`config.mk`:
```
export PLATFORM = sky130hd
export DESIGN_NAME = unary_mult_scheduler
export DESIGN_NICKNAME = d
export VERILOG_FILES = /design/src/rtl/unary_pkg.sv /design/src/rtl/unary_mult_scheduler_stream_gen.sv /design/src/rtl/unary_mult_scheduler.sv
export SDC_FILE = /design/constraint.sdc
export NUM_CORES = 1
export LEC_CHECK = 0
export BUFFER_PORTS_ARGS = -buffer_cell sky130_fd_sc_hd__buf_4
export CAP_MARGIN = 20
export CORE_MARGIN = 2
export CORE_UTILIZATION = 30
export DETAILED_ROUTE_END_ITERATION = 10
export PLACE_DENSITY = 0.49
export SLEW_MARGIN = 20
export SYNTH_ARGS = -nofsm -noshare
export SYNTH_HDL_FRONTEND = slang
export SYNTH_HIERARCHICAL = 1
export SYNTH_SLANG_ARGS = --single-unit
```
`constraint.sdc`:
```
create_clock -name clk -period 3.5 [get_ports clk]
set_input_delay 0.175 -clock clk [delete_from_list [all_inputs] [get_ports clk]]
set_output_delay 0.175 -clock clk [all_outputs]
set_load 0.005 [all_outputs]
```
`src/rtl/unary_pkg.sv`:
```
// unary_pkg: shared types, default sizing and target helper for the unary multiplier scheduler
package unary_pkg;
    localparam int DEF_INPUT_WIDTH = 32;
    localparam int DEF_COUNT_WIDTH = $clog2(DEF_INPUT_WIDTH + 1);
    typedef logic [DEF_COUNT_WIDTH-1:0] count_t;
    typedef enum logic [2:0] {IDLE, CLEAR, FEED, FLUSH, TAIL} sched_state_t;
    function automatic int unary_target(input int a, input int b, input int w = DEF_INPUT_WIDTH, input int cw = DEF_COUNT_WIDTH);
        int p;
        p = (a * b) >> (cw - 1);
        return p > w ? w : p;
    endfunction
endpackage

```
`src/rtl/unary_mult_scheduler_stream_gen.sv`:
```
// unary_stream_gen: one operand's unary bit generator; thermometer order, or evenly spread with UNARY_SCHED_BRESENHAM_EN
// Ports: clear restarts the stream, advance steps to the next bit, value is the ones count, bit_o is the current bit.
module unary_stream_gen #(
    parameter int INPUT_WIDTH = 32,
    parameter int COUNT_WIDTH = $clog2(INPUT_WIDTH + 1)
) (
    input  logic                   clk,
    input  logic                   reset,
    input  logic                   clear,
    input  logic                   advance,
    input  logic [COUNT_WIDTH-1:0] value,
    output logic                   bit_o
);
`ifdef UNARY_SCHED_BRESENHAM_EN
    localparam logic [COUNT_WIDTH:0] W_S = (COUNT_WIDTH + 1)'(INPUT_WIDTH);
    logic [COUNT_WIDTH-1:0] acc_q, acc_d;
    logic [COUNT_WIDTH:0] sum;
    always_comb begin
        sum = {1'b0, acc_q} + {1'b0, value};
        bit_o = sum >= W_S;
        acc_d = clear ? '0 : advance ? COUNT_WIDTH'(bit_o ? sum - W_S : sum) : acc_q;
    end
    always_ff @(posedge clk or posedge reset) begin
        if (reset) acc_q <= '0;
        else acc_q <= acc_d;
    end
`else
    localparam logic [COUNT_WIDTH-1:0] W_C = COUNT_WIDTH'(INPUT_WIDTH);
    logic [COUNT_WIDTH-1:0] idx_q, idx_d;
    always_comb begin
        bit_o = idx_q < value;
        // the index parks at the stream length once the stream is exhausted
        idx_d = clear ? '0 : advance && idx_q != W_C ? idx_q + COUNT_WIDTH'(1) : idx_q;
    end
    always_ff @(posedge clk or posedge reset) begin
        if (reset) idx_q <= '0;
        else idx_q <= idx_d;
    end
`endif
endmodule

```
`src/rtl/unary_mult_scheduler.sv`:
```
// unary_mult_scheduler: feeds one unary multiplier per job and completes its INPUT_WIDTH-beat result stream
// Build option: UNARY_SCHED_BRESENHAM_EN selects evenly spread operand streams instead of thermometer order.
// Ports: job_valid/job_ready/job_a/job_b take a job; m_a/m_b/m_ready/m_rst_n/m_valid/m_y drive the multiplier;
//        out_valid/out_ready/out_y/out_last carry the backpressured result stream.
module unary_mult_scheduler
    import unary_pkg::*;
#(
    parameter int INPUT_WIDTH = DEF_INPUT_WIDTH,
    parameter int COUNT_WIDTH = $clog2(INPUT_WIDTH + 1)
) (
    input  logic                   clk,
    input  logic                   reset,
    input  logic                   job_valid,
    output logic                   job_ready,
    input  logic [COUNT_WIDTH-1:0] job_a,
    input  logic [COUNT_WIDTH-1:0] job_b,
    output logic                   m_a,
    output logic                   m_b,
    output logic [1:0]             m_ready,
    output logic                   m_rst_n,
    input  logic                   m_valid,
    input  logic                   m_y,
    output logic                   out_valid,
    output logic                   out_y,
    input  logic                   out_ready,
    output logic                   out_last
);
    localparam logic [COUNT_WIDTH-1:0] W_C = COUNT_WIDTH'(INPUT_WIDTH);
    localparam logic [COUNT_WIDTH-1:0] W_M1 = COUNT_WIDTH'(INPUT_WIDTH - 1);
    sched_state_t state_q, state_d;
    logic [COUNT_WIDTH-1:0] a_q, a_d, b_q, b_d, target_q, target_d, ca, cb;
    logic [COUNT_WIDTH-1:0] feed_cnt_q, feed_cnt_d, out_cnt_q, out_cnt_d, ones_q, ones_d;
    logic job_ready_q, job_ready_d, m_a_q, m_a_d, m_b_q, m_b_d, m_rst_n_q, m_rst_n_d, fresh_q, fresh_d;
    logic ov_q, ov_d, oy_q, oy_d, ol_q, ol_d, hv_q, hv_d, hy_q, hy_d, hl_q, hl_d;
    logic accept, free, load, cap, tail_beat, nb, nb_y, nb_l, to_skid, gen_a, gen_b;
    unary_stream_gen #(.INPUT_WIDTH(INPUT_WIDTH), .COUNT_WIDTH(COUNT_WIDTH)) u_gen_a (
        .clk(clk), .reset(reset), .clear(accept), .advance(load), .value(a_q), .bit_o(gen_a)
    );
    unary_stream_gen #(.INPUT_WIDTH(INPUT_WIDTH), .COUNT_WIDTH(COUNT_WIDTH)) u_gen_b (
        .clk(clk), .reset(reset), .clear(accept), .advance(load), .value(b_q), .bit_o(gen_b)
    );
    always_comb begin
        accept = state_q == IDLE && job_ready_q && job_valid;
        ca = job_a > W_C ? W_C : job_a;
        cb = job_b > W_C ? W_C : job_b;
        free = !ov_q || out_ready;
        // the generators step once in CLEAR to preload bit 0, then once per advance
        load = state_q == CLEAR || (state_q == FEED && free);
        cap = fresh_q && m_valid && out_cnt_q < W_C && (state_q == FEED || state_q == FLUSH);
        tail_beat = state_q == TAIL && !hv_q && free && out_cnt_q < W_C;
        nb = cap || tail_beat;
        nb_y = cap ? m_y : ones_q < target_q;
        nb_l = out_cnt_q == W_M1;
        // a captured beat that cannot enter the output register (busy, or behind an older skid beat) waits in the skid slot
        to_skid = nb && (!free || hv_q);
        state_d = accept ? CLEAR
                : state_q == CLEAR ? FEED
                : state_q == FEED && free && feed_cnt_q == W_M1 ? FLUSH
                : state_q == FLUSH ? TAIL
                : state_q == TAIL && out_cnt_q == W_C && !hv_q && free ? IDLE
                : state_q;
        a_d = accept ? ca : a_q;
        b_d = accept ? cb : b_q;
        target_d = accept ? COUNT_WIDTH'(unary_target(int'(ca), int'(cb), INPUT_WIDTH, COUNT_WIDTH)) : target_q;
        feed_cnt_d = accept ? '0 : state_q == FEED && free ? feed_cnt_q + COUNT_WIDTH'(1) : feed_cnt_q;
        out_cnt_d = accept ? '0 : nb ? out_cnt_q + COUNT_WIDTH'(1) : out_cnt_q;
        ones_d = accept ? '0 : nb && nb_y && ones_q < target_q ? ones_q + COUNT_WIDTH'(1) : ones_q;
        fresh_d = state_q == FEED && free;
        job_ready_d = state_d == IDLE;
        m_rst_n_d = state_d != CLEAR;
        m_a_d = state_d == FEED ? (load ? gen_a : m_a_q) : 1'b0;
        m_b_d = state_d == FEED ? (load ? gen_b : m_b_q) : 1'b0;
        ov_d = free ? hv_q || nb : ov_q;
        oy_d = free ? (hv_q ? hy_q : nb && nb_y) : oy_q;
        ol_d = free ? (hv_q ? hl_q : nb && nb_l) : ol_q;
        hv_d = free ? hv_q && nb : hv_q || nb;
        hy_d = to_skid ? nb_y : hy_q;
        hl_d = to_skid ? nb_l : hl_q;
    end
    always_ff @(posedge clk or posedge reset) begin
        if (reset) begin
            state_q <= IDLE;
            a_q <= '0;
            b_q <= '0;
            target_q <= '0;
            feed_cnt_q <= '0;
            out_cnt_q <= '0;
            ones_q <= '0;
            fresh_q <= 1'b0;
            job_ready_q <= 1'b0;
            m_rst_n_q <= 1'b0;
            m_a_q <= 1'b0;
            m_b_q <= 1'b0;
            ov_q <= 1'b0;
            oy_q <= 1'b0;
            ol_q <= 1'b0;
            hv_q <= 1'b0;
            hy_q <= 1'b0;
            hl_q <= 1'b0;
        end else begin
            state_q <= state_d;
            a_q <= a_d;
            b_q <= b_d;
            target_q <= target_d;
            feed_cnt_q <= feed_cnt_d;
            out_cnt_q <= out_cnt_d;
            ones_q <= ones_d;
            fresh_q <= fresh_d;
            job_ready_q <= job_ready_d;
            m_rst_n_q <= m_rst_n_d;
            m_a_q <= m_a_d;
            m_b_q <= m_b_d;
            ov_q <= ov_d;
            oy_q <= oy_d;
            ol_q <= ol_d;
            hv_q <= hv_d;
            hy_q <= hy_d;
            hl_q <= hl_d;
        end
    end
    assign job_ready = job_ready_q;
    assign m_a = m_a_q;
    assign m_b = m_b_q;
    assign m_ready = {2{state_q == FEED && free}};
    assign m_rst_n = m_rst_n_q;
    assign out_valid = ov_q;
    assign out_y = oy_q;
    assign out_last = ol_q;
endmodule

```
# After elaboration in Yosys (flattened, before gate mapping)
# Cells that the tools add are included.
[totals] register_bits=62 in_bits=18 out_inout_bits=9 elab_cells=107
[op_classes] add_sub_neg=5 multipliers=1 magnitude_cmp=7 n_eq_ne=12 n_mux=26 reduce_logical=36
[op_table] operator="$mux W6" n=13
[op_table] operator="$add A6 B1 Y6 const B" n=5
[op_table] operator="$logic_and A1 B1 Y1" n=20
[op_table] operator="$lt A6 B6 Y1" n=3
[op_table] operator="$mux W3" n=5
[op_table] operator="$eq A6 B5 Y1 const B" n=2
[op_table] operator="$gt A6 B6 Y1 const B" n=2
[op_table] operator="$mul A6 B6 Y12" n=1
[op_table] operator="$ne A6 B6 Y1 const B" n=2
[op_table] operator="$reduce_bool A2 Y1" n=5
[op_table] operator="$eq A3 B2 Y1 const B" n=3
[op_table] operator="$mux W1" n=8
[op_table] operator="$gt A7 B6 Y1 const B" n=1
[op_table] operator="$eq A6 B6 Y1 const B" n=1
[op_table] operator="$logic_not A3 Y1" n=2
[op_table] operator="$logic_or A1 B1 Y1" n=6
[op_table] operator="$lt A6 B6 Y1 const B" n=1
[op_table] operator="$eq A3 B1 Y1 const B" n=1
[op_table] operator="$eq A3 B3 Y1 const B" n=1
[op_table] operator="$logic_not A1 Y1" n=3
[op_table] operator="$ne A3 B1 Y1 const B" n=1
[op_table] operator="$ne A2 B1 Y1 const B" n=1

# Depth between registers and ports, before layout
# Gate-level depths: netlist of run 1.
[depth] ltp_word=11 mapped_depth=18 depth_no_buf=17

# Cells and area by module
# Netlist of run 1, hierarchy kept.
[modules_own_cells] mod="unary_mult_scheduler" n_inst=1 cells_per_inst=372 area_per_inst_um2=3503.4 seq_area_each_um2=1251.2
[modules_own_cells] mod="unary_stream_gen" n_inst=2 cells_per_inst=58 area_per_inst_um2=516.7 seq_area_each_um2=150.1

# Least setup slack after synthesis of run 1
# No wires, ideal clock.
[synth_timing] path_kind="input to register" startpoint="input job_b[5]" endpoint="register target_q[4]" setup_ps=95 arrival_time_ps=3925 required_time_ps=3405 path_slack_ps=-521 path_stages=15 n_path_buf=1 path_cell_list="nor2_1 clkbuf_1 and3_1 fa_1 fa_1 inv_1 fa_1 inv_1 ha_1 a21oi_1 o211ai_4 a21oi_2 xor2_2 nand2_2 o32ai_2"
[synth_via] elab_chain_len=5
[synth_lines] item="start, declared" line_no="unary_mult_scheduler.sv:16" rtl="input logic [COUNT_WIDTH-1:0] job_b,"
[synth_lines] item="$gt A6 B6 Y1" line_no="unary_mult_scheduler.sv:45" rtl="cb = job_b > W_C ? W_C : job_b;"
[synth_lines] item="$mux W6 *" line_no="unary_mult_scheduler.sv:45"
[synth_lines] item="$mul A6 B6 Y12 *" line_no="unary_pkg.sv:9" rtl="p = (a * b) >> (cw - 1);"
[synth_lines] item="$gt A7 B6 Y1" line_no="unary_pkg.sv:10" rtl="return p > w ? w : p;"
[synth_lines] item="$mux W6 *" line_no="unary_pkg.sv:10"
[synth_lines] item="end signal, assigned" line_no="unary_mult_scheduler.sv:104" rtl="target_q <= target_d;"
[synth_lines] item="end, declared" line_no="unary_mult_scheduler.sv:31" rtl="logic [COUNT_WIDTH-1:0] a_q, a_d, b_q, b_d, target_q, target_d, ca, cb;"
# Mark *: on every way between the ends. The rest lies on a longest branch, timed or not.
# A chain may end at the register's enable or synchronous reset.

# Final worst setup path of run 1
# Ends and elaborated chain as after synthesis.

==> results.md, run 1 <==
Logic synthesis:
- The mean instance size in the synthesized netlist is 9.30 um^2.
- Counting every net in the synthesized netlist gives 562.
- The dominant cell type by area after synthesis is sky130_fd_sc_hd__dfrtp_1.
- The primary flip-flop cell chosen by synthesis mapping is sky130_fd_sc_hd__dfrtp_1.
- The number of distinct library cells after synthesis is 61.
- The share of the synthesized area in the top cell type is 0.342.
- The register bit count reported by yosys is 62.
- After synthesis, the share of flip-flops with an asynchronous set or reset is 1.00.
- Ranked by total cell area, the synthesized netlist is headed by sky130_fd_sc_hd__dfrtp_1 34%, sky130_fd_sc_hd__ha_1 11%, sky130_fd_sc_hd__fa_1 7.1%, sky130_fd_sc_hd__inv_1 4.2%, sky130_fd_sc_hd__nand2_1 4.1%.
- The number of synthesized flops with an enable pin is 0.
- In the post-synthesis netlist, the cell with the most instances is sky130_fd_sc_hd__dfrtp_1.
- The synthesized area is 4540 um^2.
- The share of the Yosys chip area taken by registers is 0.342.
- Synthesis produced 488 cells.
- The Yosys step of the flow raised 6 warnings.
- The commonest cells after synthesis are 62 x sky130_fd_sc_hd__dfrtp_1, 51 x sky130_fd_sc_hd__inv_1, 49 x sky130_fd_sc_hd__nand2_1, 40 x sky130_fd_sc_hd__ha_1, 40 x sky130_fd_sc_hd__nor2_1.

Routing:
- The number of nets with antenna violations after detailed routing is 0.
- The final route contains 3534 vias.
- The number of design-rule violations left by the first detailed-router iteration is 170.
- The routed wire length is 10000 um.
- In the routed layout, each cell is associated on average with a via count of 4.83.
- The average wire length per cell after detail routing is 13.7 um.
- The detailed-routing iteration count for the pre-antenna-repair pass is 4.
- After detailed routing, the number of remaining DRC violations is 0.

Finish:
- The finished cells cover 5550 um^2.
- The multi-input combinational cells in the finished layout cover a total of 2850 um^2.
- At the end of the flow, the number of nets in the layout was 617.
- The post-layout utilization of the core is 0.379.
- The number of filler instances in the final layout is 1499.
- In the final layout, the share of cells above drive strength 1 is 0.219.
- Registers take 1550 um^2.
- The count of inserted antenna diode cells is 0.
- From synthesis to final layout, the design area changed by 22.4%.
- The number of non-filler instances in the completed layout is 732.

STA:
- In the finished design, the share of the clock period the worst path needs comes to 0.958.
- The hold slack is 112 ps.
- The final count of pins violating max slew was 0.
- For the final database, setup skew stands at 6.66 ps.
- The achievable frequency is 298 MHz.
- Setup slack closes at 148 ps.
- The smallest clock period supported by the final layout is computed as 3350 ps.
- In this run the tightest slew margin relative to its limit is 0.618.
- The number of endpoints failing setup at the final stage is 0.
- Setup repair after global routing left no endpoint under its margin.
- The transition time at the pin with the least slew margin is 573 ps.
- The number of endpoints with negative hold slack in the final report was 0.

Clock network:
- The number of sinks handled by clock tree synthesis is 62.
- The clock insertion delay at the later pin of the skew report is 330 ps.
- The clock passes through at most 2 buffers.
- The number of clock buffers inserted by TritonCTS is 9.
- The root buffer cell is sky130_fd_sc_hd__clkbuf_16.
- After clock tree synthesis, the clock-pin slew on the worst setup and hold paths is 60 ps.
- The H-tree was split into 3 levels.
- TritonCTS built the clock tree.

Global routing:
- For this run the aggregate overflow at the end of global routing stands at 0.
- The first-pass GRT wire length is 17700 um.
- In the global route stage, overall resource usage came out at 0.134.
- The initial antenna violation count is 0.
- The number of global-route vias before repair is 3623.
- Entering global routing, the biggest net connects 32 pins.

Die:
- The die covers 16100 um^2.
- The number of core rows is 44.
- The die extent in y is 127 um.
- The initial utilization of the core area, before any placement, comes to 0.310.
- The count of pins on the block boundary is 27.
- The area of the core is 14600 um^2.
- The overall die width is 127 um.

Worst hold path:
- In this run the worst hold path is classified as primary input to register.

Critical path:
- Along the worst path, the maximum fanout reaches 7.
- The critical path is of the primary input to register type.
- At the worst endpoint, the required time is 3740 ps.
- The kind of start point of the critical path is a primary input.
- Data on the critical path arrives at its endpoint at 3590 ps.
- The critical path endpoint category is a register.

Place:
- The placer's final routability congestion estimate is 0.795.
- The number of placed instances with taps included is 714.
- The setup slack at placement is -302 ps.
- The HPWL after detailed placement is 7750 um.
- Buffers placed on the I/O ports in this run total 26.
- The cell area after placement is 5240 um^2.

Pwr:
- In this run the static leakage power is 0.00261 uW.
- The ratio of total power to cell area is 495 nW/um^2.
- The highest ir drop seen on vdd is 0.228 mV.

Status:
- The run finished with clean final reports.

Run:
- Max-cap violations in this run came to 0.
[worst max-delay path, stage by stage]
cell and delay (ps):
sky130_fd_sc_hd__buf_4 150, sky130_fd_sc_hd__and2b_1 210, sky130_fd_sc_hd__and2_4 170, sky130_fd_sc_hd__fa_1 490, sky130_fd_sc_hd__fa_1 500, sky130_fd_sc_hd__inv_1 60, sky130_fd_sc_hd__fa_1 520, sky130_fd_sc_hd__inv_1 60
sky130_fd_sc_hd__ha_4 240, sky130_fd_sc_hd__a21oi_4 180, sky130_fd_sc_hd__o211ai_4 140, sky130_fd_sc_hd__a21oi_4 180, sky130_fd_sc_hd__xor2_2 220, sky130_fd_sc_hd__nand2_2 90, sky130_fd_sc_hd__o32ai_2 190
[routing by layer]
| metal | GRT usage | vias to the layer above | wire length [um] |
|---|---|---|---|
| li1 | - | 1778 | - |
| met2 | 0.229 | 21 | 4910 |
| met4 | 0.0291 | 0 | 70 |
| met1 | 0.176 | 1728 | 4880 |
| met5 | 0 | - | 0 |
| met3 | 0.0255 | 7 | 160 |
[path summary, 6_finish.rpt]
path | start | endpoint | slack, ps | depth (start not counted)
setup / recovery | job_b[5] | target_q[4]$_DFFE_PP0P_ | 150 | 15
setup reg to reg | state_q[1]$_DFF_PP0_ | u_gen_b/idx_q[0]$_DFFE_PP0P_ | 860 | 8
max in group asynchronous | reset | target_q[5]$_DFFE_PP0P_ | 2510 | 4
hold reg to reg | b_q[0]$_DFFE_PP0P_ | b_q[0]$_DFFE_PP0P_ | 480 | 2
hold / removal | m_y | hy_q$_DFFE_PP0P_ | 110 | 2
min in group asynchronous | reset | u_gen_b/idx_q[1]$_DFFE_PP0P_ | 360 | 3
[cells in the final DEF, fill, tap and decap left out, types with 5 or more instances in the layout]
cell / synthesis / layout
sky130_fd_sc_hd__dfrtp_1: 62 / 62
sky130_fd_sc_hd__buf_4: 2 / 56
sky130_fd_sc_hd__inv_1: 51 / 49
sky130_fd_sc_hd__nand2_1: 49 / 47
sky130_fd_sc_hd__ha_1: 40 / 37
sky130_fd_sc_hd__nor2_1: 40 / 36
sky130_fd_sc_hd__o21ai_0: 22 / 21
sky130_fd_sc_hd__a21oi_1: 19 / 18
sky130_fd_sc_hd__fa_1: 16 / 16
sky130_fd_sc_hd__and3_1: 15 / 15
sky130_fd_sc_hd__xnor2_1: 13 / 13
sky130_fd_sc_hd__nand3_1: 12 / 12
sky130_fd_sc_hd__xor2_1: 12 / 12
sky130_fd_sc_hd__nand2b_1: 11 / 10
sky130_fd_sc_hd__and2_1: 15 / 9
sky130_fd_sc_hd__clkbuf_16: 0 / 9
sky130_fd_sc_hd__nor3_1: 8 / 8
sky130_fd_sc_hd__and2_4: 0 / 7
sky130_fd_sc_hd__nor2b_1: 6 / 6
sky130_fd_sc_hd__nand4_1: 5 / 5
[logic make-up (layout without fill, tap and decap cells)]
family / count (synthesis) / in the layout / share of synthesized area
fa+ha+maj: 56 / 56 / 0.181
simple gates: 196 / 196 / 0.235
buf+inv: 66 / 126 / 0.0568
flops: 62 / 62 / 0.342
xor+xnor: 26 / 26 / 0.0518
mux: 8 / 8 / 0.0215
compound gates: 74 / 74 / 0.112
[flip-flops by register name, indices dropped and copies added (netlist names)]
register / count
m_b: 1
b_q: 6
ones_q: 6
u_gen_b/idx_q: 6
u_gen_a/idx_q: 6
hl_q: 1
out_cnt_q: 6
feed_cnt_q: 6
job_ready: 1
out_valid: 1
target_q: 6
out_y: 1
m_rst_n: 1
a_q: 6
hv_q: 1
fresh_q: 1
state_q: 3
out_last: 1
hy_q: 1
m_a: 1
[power breakdown]
group	switching (uW)	internal, uW	leakage [uW]
clock	335	479	0.000128
combinational	484	416	0.00169
sequential	159	877	0.000792
[through the flow]
stage                     total power, uW  TNS [ps]
after floorplan                      1670         0
after detailed placement             1950     -1460
after global placement               1920      -883
final                                2750         0
after CTS                            2780         0
after global routing                 2980         0
[final cells by class]
class,count,area share
multi-input combinational,360,0.513
sequential,62,0.279
clock inverter,7,0.00901
inverter,52,0.0351
clock buffer,9,0.0405
tap,184,0.0415
timing repair buffer,58,0.0811
[what timing repair did]
item / CTS / global route
endpoints found under the hold margin: 31 / 0
endpoints found under the setup margin: 0 / 6
buffers inserted: 0 / 1
resized for setup: 0 / 8
hold buffers: 1 / 0
(Power assumes the default switching activity.)
==> run 2, diff against run 1 <==
- CTS_BUF_LIST: not set -> sky130_fd_sc_hd__clkbuf_8
- clock period: 3.5 -> 3.1 ns (I/O delays scaled with it)
==> run 2 against run 1 <==
The flow now finishes with violations (setup timing). Critical path type unchanged. Setup slack got worse by 250 ps. Sequential share of layout area shrank 0.71 points. Via count is 0.45% higher. Clock skew up 5.3 ps. Global-route usage up 0.18 points. Cell count grew 2.2%. First-iteration DRC count decreased by 22%. Combinational power increased by 17%. Non-clock buffer count rose by 16. Clock power down 4.9%.
==> results.md, run 2 (same netlist as run 1, synthesis figures left out) <==
Status:
- The run finished, with violations left.
- The checks that failed: setup timing.

Critical path:
- The signal on the critical path passes through buf_12 -> nor2_4 -> buf_6 -> nand3_4 -> fa_1 -> fa_2 -> fa_1 -> inv_2 -> ha_4 -> nand2_4 -> o211ai_4 -> a21oi_4 -> xor2_2 -> nand2_2 -> o32ai_2.
- The startpoint of the most critical setup path is job_b[5].
- The critical path arrival is 3460 ps (-130 ps).
- The critical path endpoint category is a register.
- The most frequent cell on the critical path is sky130_fd_sc_hd__fa_1.
- The critical path class is primary input to register.
- STA classifies the critical path startpoint as a primary input.
- The top fanout value on the critical path is 6 (-1).
- The largest stage delay on the critical path is 540 ps (+20 ps).
- The critical register-to-register path startpoint is state_q[1]$_DFF_PP0_.
- For this design, the slowest cell found on the critical path is sky130_fd_sc_hd__fa_1.
- The required time reported for the critical path endpoint is 3360 ps (-380 ps).

Clock network:
- The number of clock buffers inserted by TritonCTS is 9 (unchanged).
- TritonCTS built the clock tree.
- The number of sinks handled by clock tree synthesis is 62 (unchanged).
- The post-CTS clock slew at the launch and capture registers of the worst setup and hold paths was 80 ps (+20 ps).
- The CTS H-tree depth is 3 (unchanged).
- The root buffer cell is sky130_fd_sc_hd__clkbuf_8.
- The deepest clock path buffer count was 2 (unchanged).
- The clock insertion delay at the later pin of the skew report is 350 ps (+20 ps).

Die:
- The overall die width came to 127 um (unchanged).
- The count of pins on the block boundary is 27 (unchanged).
- The die extent in y is 127 um (unchanged).
- The full die area is 16100 um^2 (unchanged).
- The number of core rows was 44 (unchanged).
- The area of the core is 14600 um^2 (unchanged).
- The starting utilization of the core area came to 0.310 (unchanged).

Finish:
- The fraction of layout cells with a size suffix above 1 came to 0.266 (+0.0470).
- The library cell used most frequently in the layout, excluding fill and tap cells, is sky130_fd_sc_hd__buf_4.
- The post-layout utilization of the core came to 0.389 (+0.00991).
- The number of nets in the finished design was 633 (+2.6%).
- The post-synthesis to final-layout area growth is 25.6%.
- The count of inserted antenna diode cells is 0 (unchanged).
- Leaving out fill and tap cells, the most frequent cells in the layout are 67 x sky130_fd_sc_hd__buf_4, 62 x sky130_fd_sc_hd__dfrtp_1, 47 x sky130_fd_sc_hd__nand2_1, 44 x sky130_fd_sc_hd__inv_1, 37 x sky130_fd_sc_hd__nor2_1.
- The final instance area is 5700 um^2 (+2.6%).

Run:
- The max-cap check violation count is 0 (unchanged).

Pwr:
- The sequential cell fraction of total power is 0.390 (+0.013).
- The cell internal power dissipation is 1910 uW (+7.5%).
- The fraction of power spent switching nets came to 0.364 (+0.00838).
- The ratio of total power to cell area was 526 nW/um^2 (+6.2%).
- The overall power after layout is 3000 uW (+8.9%).
- The leakage power figure is 0.00267 uW (+2.4%).
- The highest ir drop seen on vdd was 0.219 mV (-3.9%).
- The clock group share of total power is 0.258 (-0.038).
- The switching power is 1090 uW (+12%).
- The combinational power share is 0.352 (+0.025).

Routing:
- The number of vias in the routed layout is 3550 (+0.45%).
- The number of vias per cell after detailed routing is 4.75 (-1.7%).
- The routed wire length came to 10000 um (+0.16%).
- The number of nets with antenna violations after detailed routing is 0 (unchanged).
- The average wire length per cell after detail routing is 13.4 um (-2.0%).
- The detailed-routing iteration count for the pre-antenna-repair pass is 4 (unchanged).
- The number of design-rule violations left by the first detailed-router iteration came to 132 (-22%).
- The post-detailed-route DRC marker count is 0 (unchanged).

STA:
- The final-layout setup total negative slack is -346 ps (-346 ps).
- The number of endpoints with negative hold slack in the final report is 0 (unchanged).
- Derived from the worst setup path, the maximum achievable clock frequency is 312 MHz.
- The final cycle utilization of the critical path is 1.03.
- The worst-case headroom to the max-slew limit is 0.576 (-0.0415).
- The maximum clock skew at final layout is 12.0 ps (+5.30 ps).
- The final critical-path required period is 3200 ps.
- Setup repair after global routing could not meet its margin everywhere.
- The number of endpoints failing setup at the final stage is 5 (+5).
- The post-layout worst setup margin is -101 ps (-249 ps).
- The transition time at the pin with the least slew margin was 636 ps (+63.1 ps).
- The final count of pins violating max slew is 0 (unchanged).

Global routing:
- The number of global-route vias before repair is 3699 (+2.1%).
- The all-layer global routing usage is 0.135 (+0.00183).
- The largest net degree at the start of global routing is 51 (+59%).
- The initial antenna violation count came to 0 (unchanged).
- The first-pass GRT wire length is 17700 um (unchanged).
- The overall overflow remaining after global route is 0 (unchanged).

Place:
- The placer's final routability congestion estimate is 0.820 (+3.2%).
- The final HPWL from detailed placement came to 7810 um (+0.74%).
- The count of port buffers added during placement came to 26 (unchanged).
- The cell area after placement is 5310 um^2 (+1.4%).

Worst hold path:
- The tightest min-delay check is of the primary input to register type.
- The startpoint of the worst hold path is m_y.
-- run 2: final cells by class --
class | instances | area, um^2
Clock buffer | 11 | 151
Clock inverter | 5 | 65.1
Fill cell | 1469 | 8940
Inverter | 52 | 200
Multi-Input combinational cell | 360 | 2900
Sequential cell | 62 | 1550
Tap cell | 184 | 230
Timing Repair Buffer | 74 | 598
-- run 2: power by group through the flow --
stage          registers [uW]  logic [uW]  clock network, uW
4_1_cts                  1170        1060                807
2_1_floorplan            1130         761                  0
3_3_place_gp             1170        1010                  0
6_report                 1170        1050                774
3_5_place_dp             1180        1040                  0
5_1_grt                  1200        1220                843
-- run 2: worst paths after layout --
path	slack [ps]	cells past startpoint	endpoint
setup / recovery	-100	15	target_q[4]$_DFFE_PP0P_
hold / removal	60	2	hy_q$_DFFE_PP0P_
setup reg to reg	840	7	u_gen_b/idx_q[0]$_DFFE_PP0P_
hold reg to reg	490	2	b_q[4]$_DFFE_PP0P_
max in group asynchronous	2200	3	ones_q[0]$_DFFE_PP0P_
min in group asynchronous	300	3	u_gen_b/idx_q[0]$_DFFE_PP0P_
-- run 2: per-layer routing --
| metal | share of wire | up-vias | global-route usage |
|---|---|---|---|
| met5 | 0 | - | 0 |
| met4 | 0.013 | 0 | 0.0446 |
| met3 | 0.024 | 8 | 0.0251 |
| met2 | 0.47 | 49 | 0.225 |
| met1 | 0.49 | 1688 | 0.179 |
| li1 | - | 1805 | - |
-- run 2: critical path, delay by kind of cell --
kind,cells,cell delay [ps]
adders and majority gates,4,1800
AOI/OAI and AO/OA,3,560
and+or+nand+nor,4,400
buffers and inverters,3,310
xor gates and xnor gates,1,240
-- run 2: what timing repair did --
item / 4_1_cts / 5_1_grt
setup endpoints to repair: 6 / 6
resized for setup: 20 / 8
pin swaps: 24 / 13
hold buffers: 1 / 0
buffers inserted: 8 / 1
hold endpoints to repair: 62 / 0
-- run 2: stage by stage --
stage | worst slack (ps) | hold WS, ps | instances
5_1_grt | -205 | 51.3 | 748
6_report | -101 | 62.7 | 748
2_1_floorplan | -337 | -54.0 | 488
3_5_place_dp | -665 | 121 | 723
3_3_place_gp | -533 | 116 | 723
4_1_cts | -83.2 | 42.6 | 747
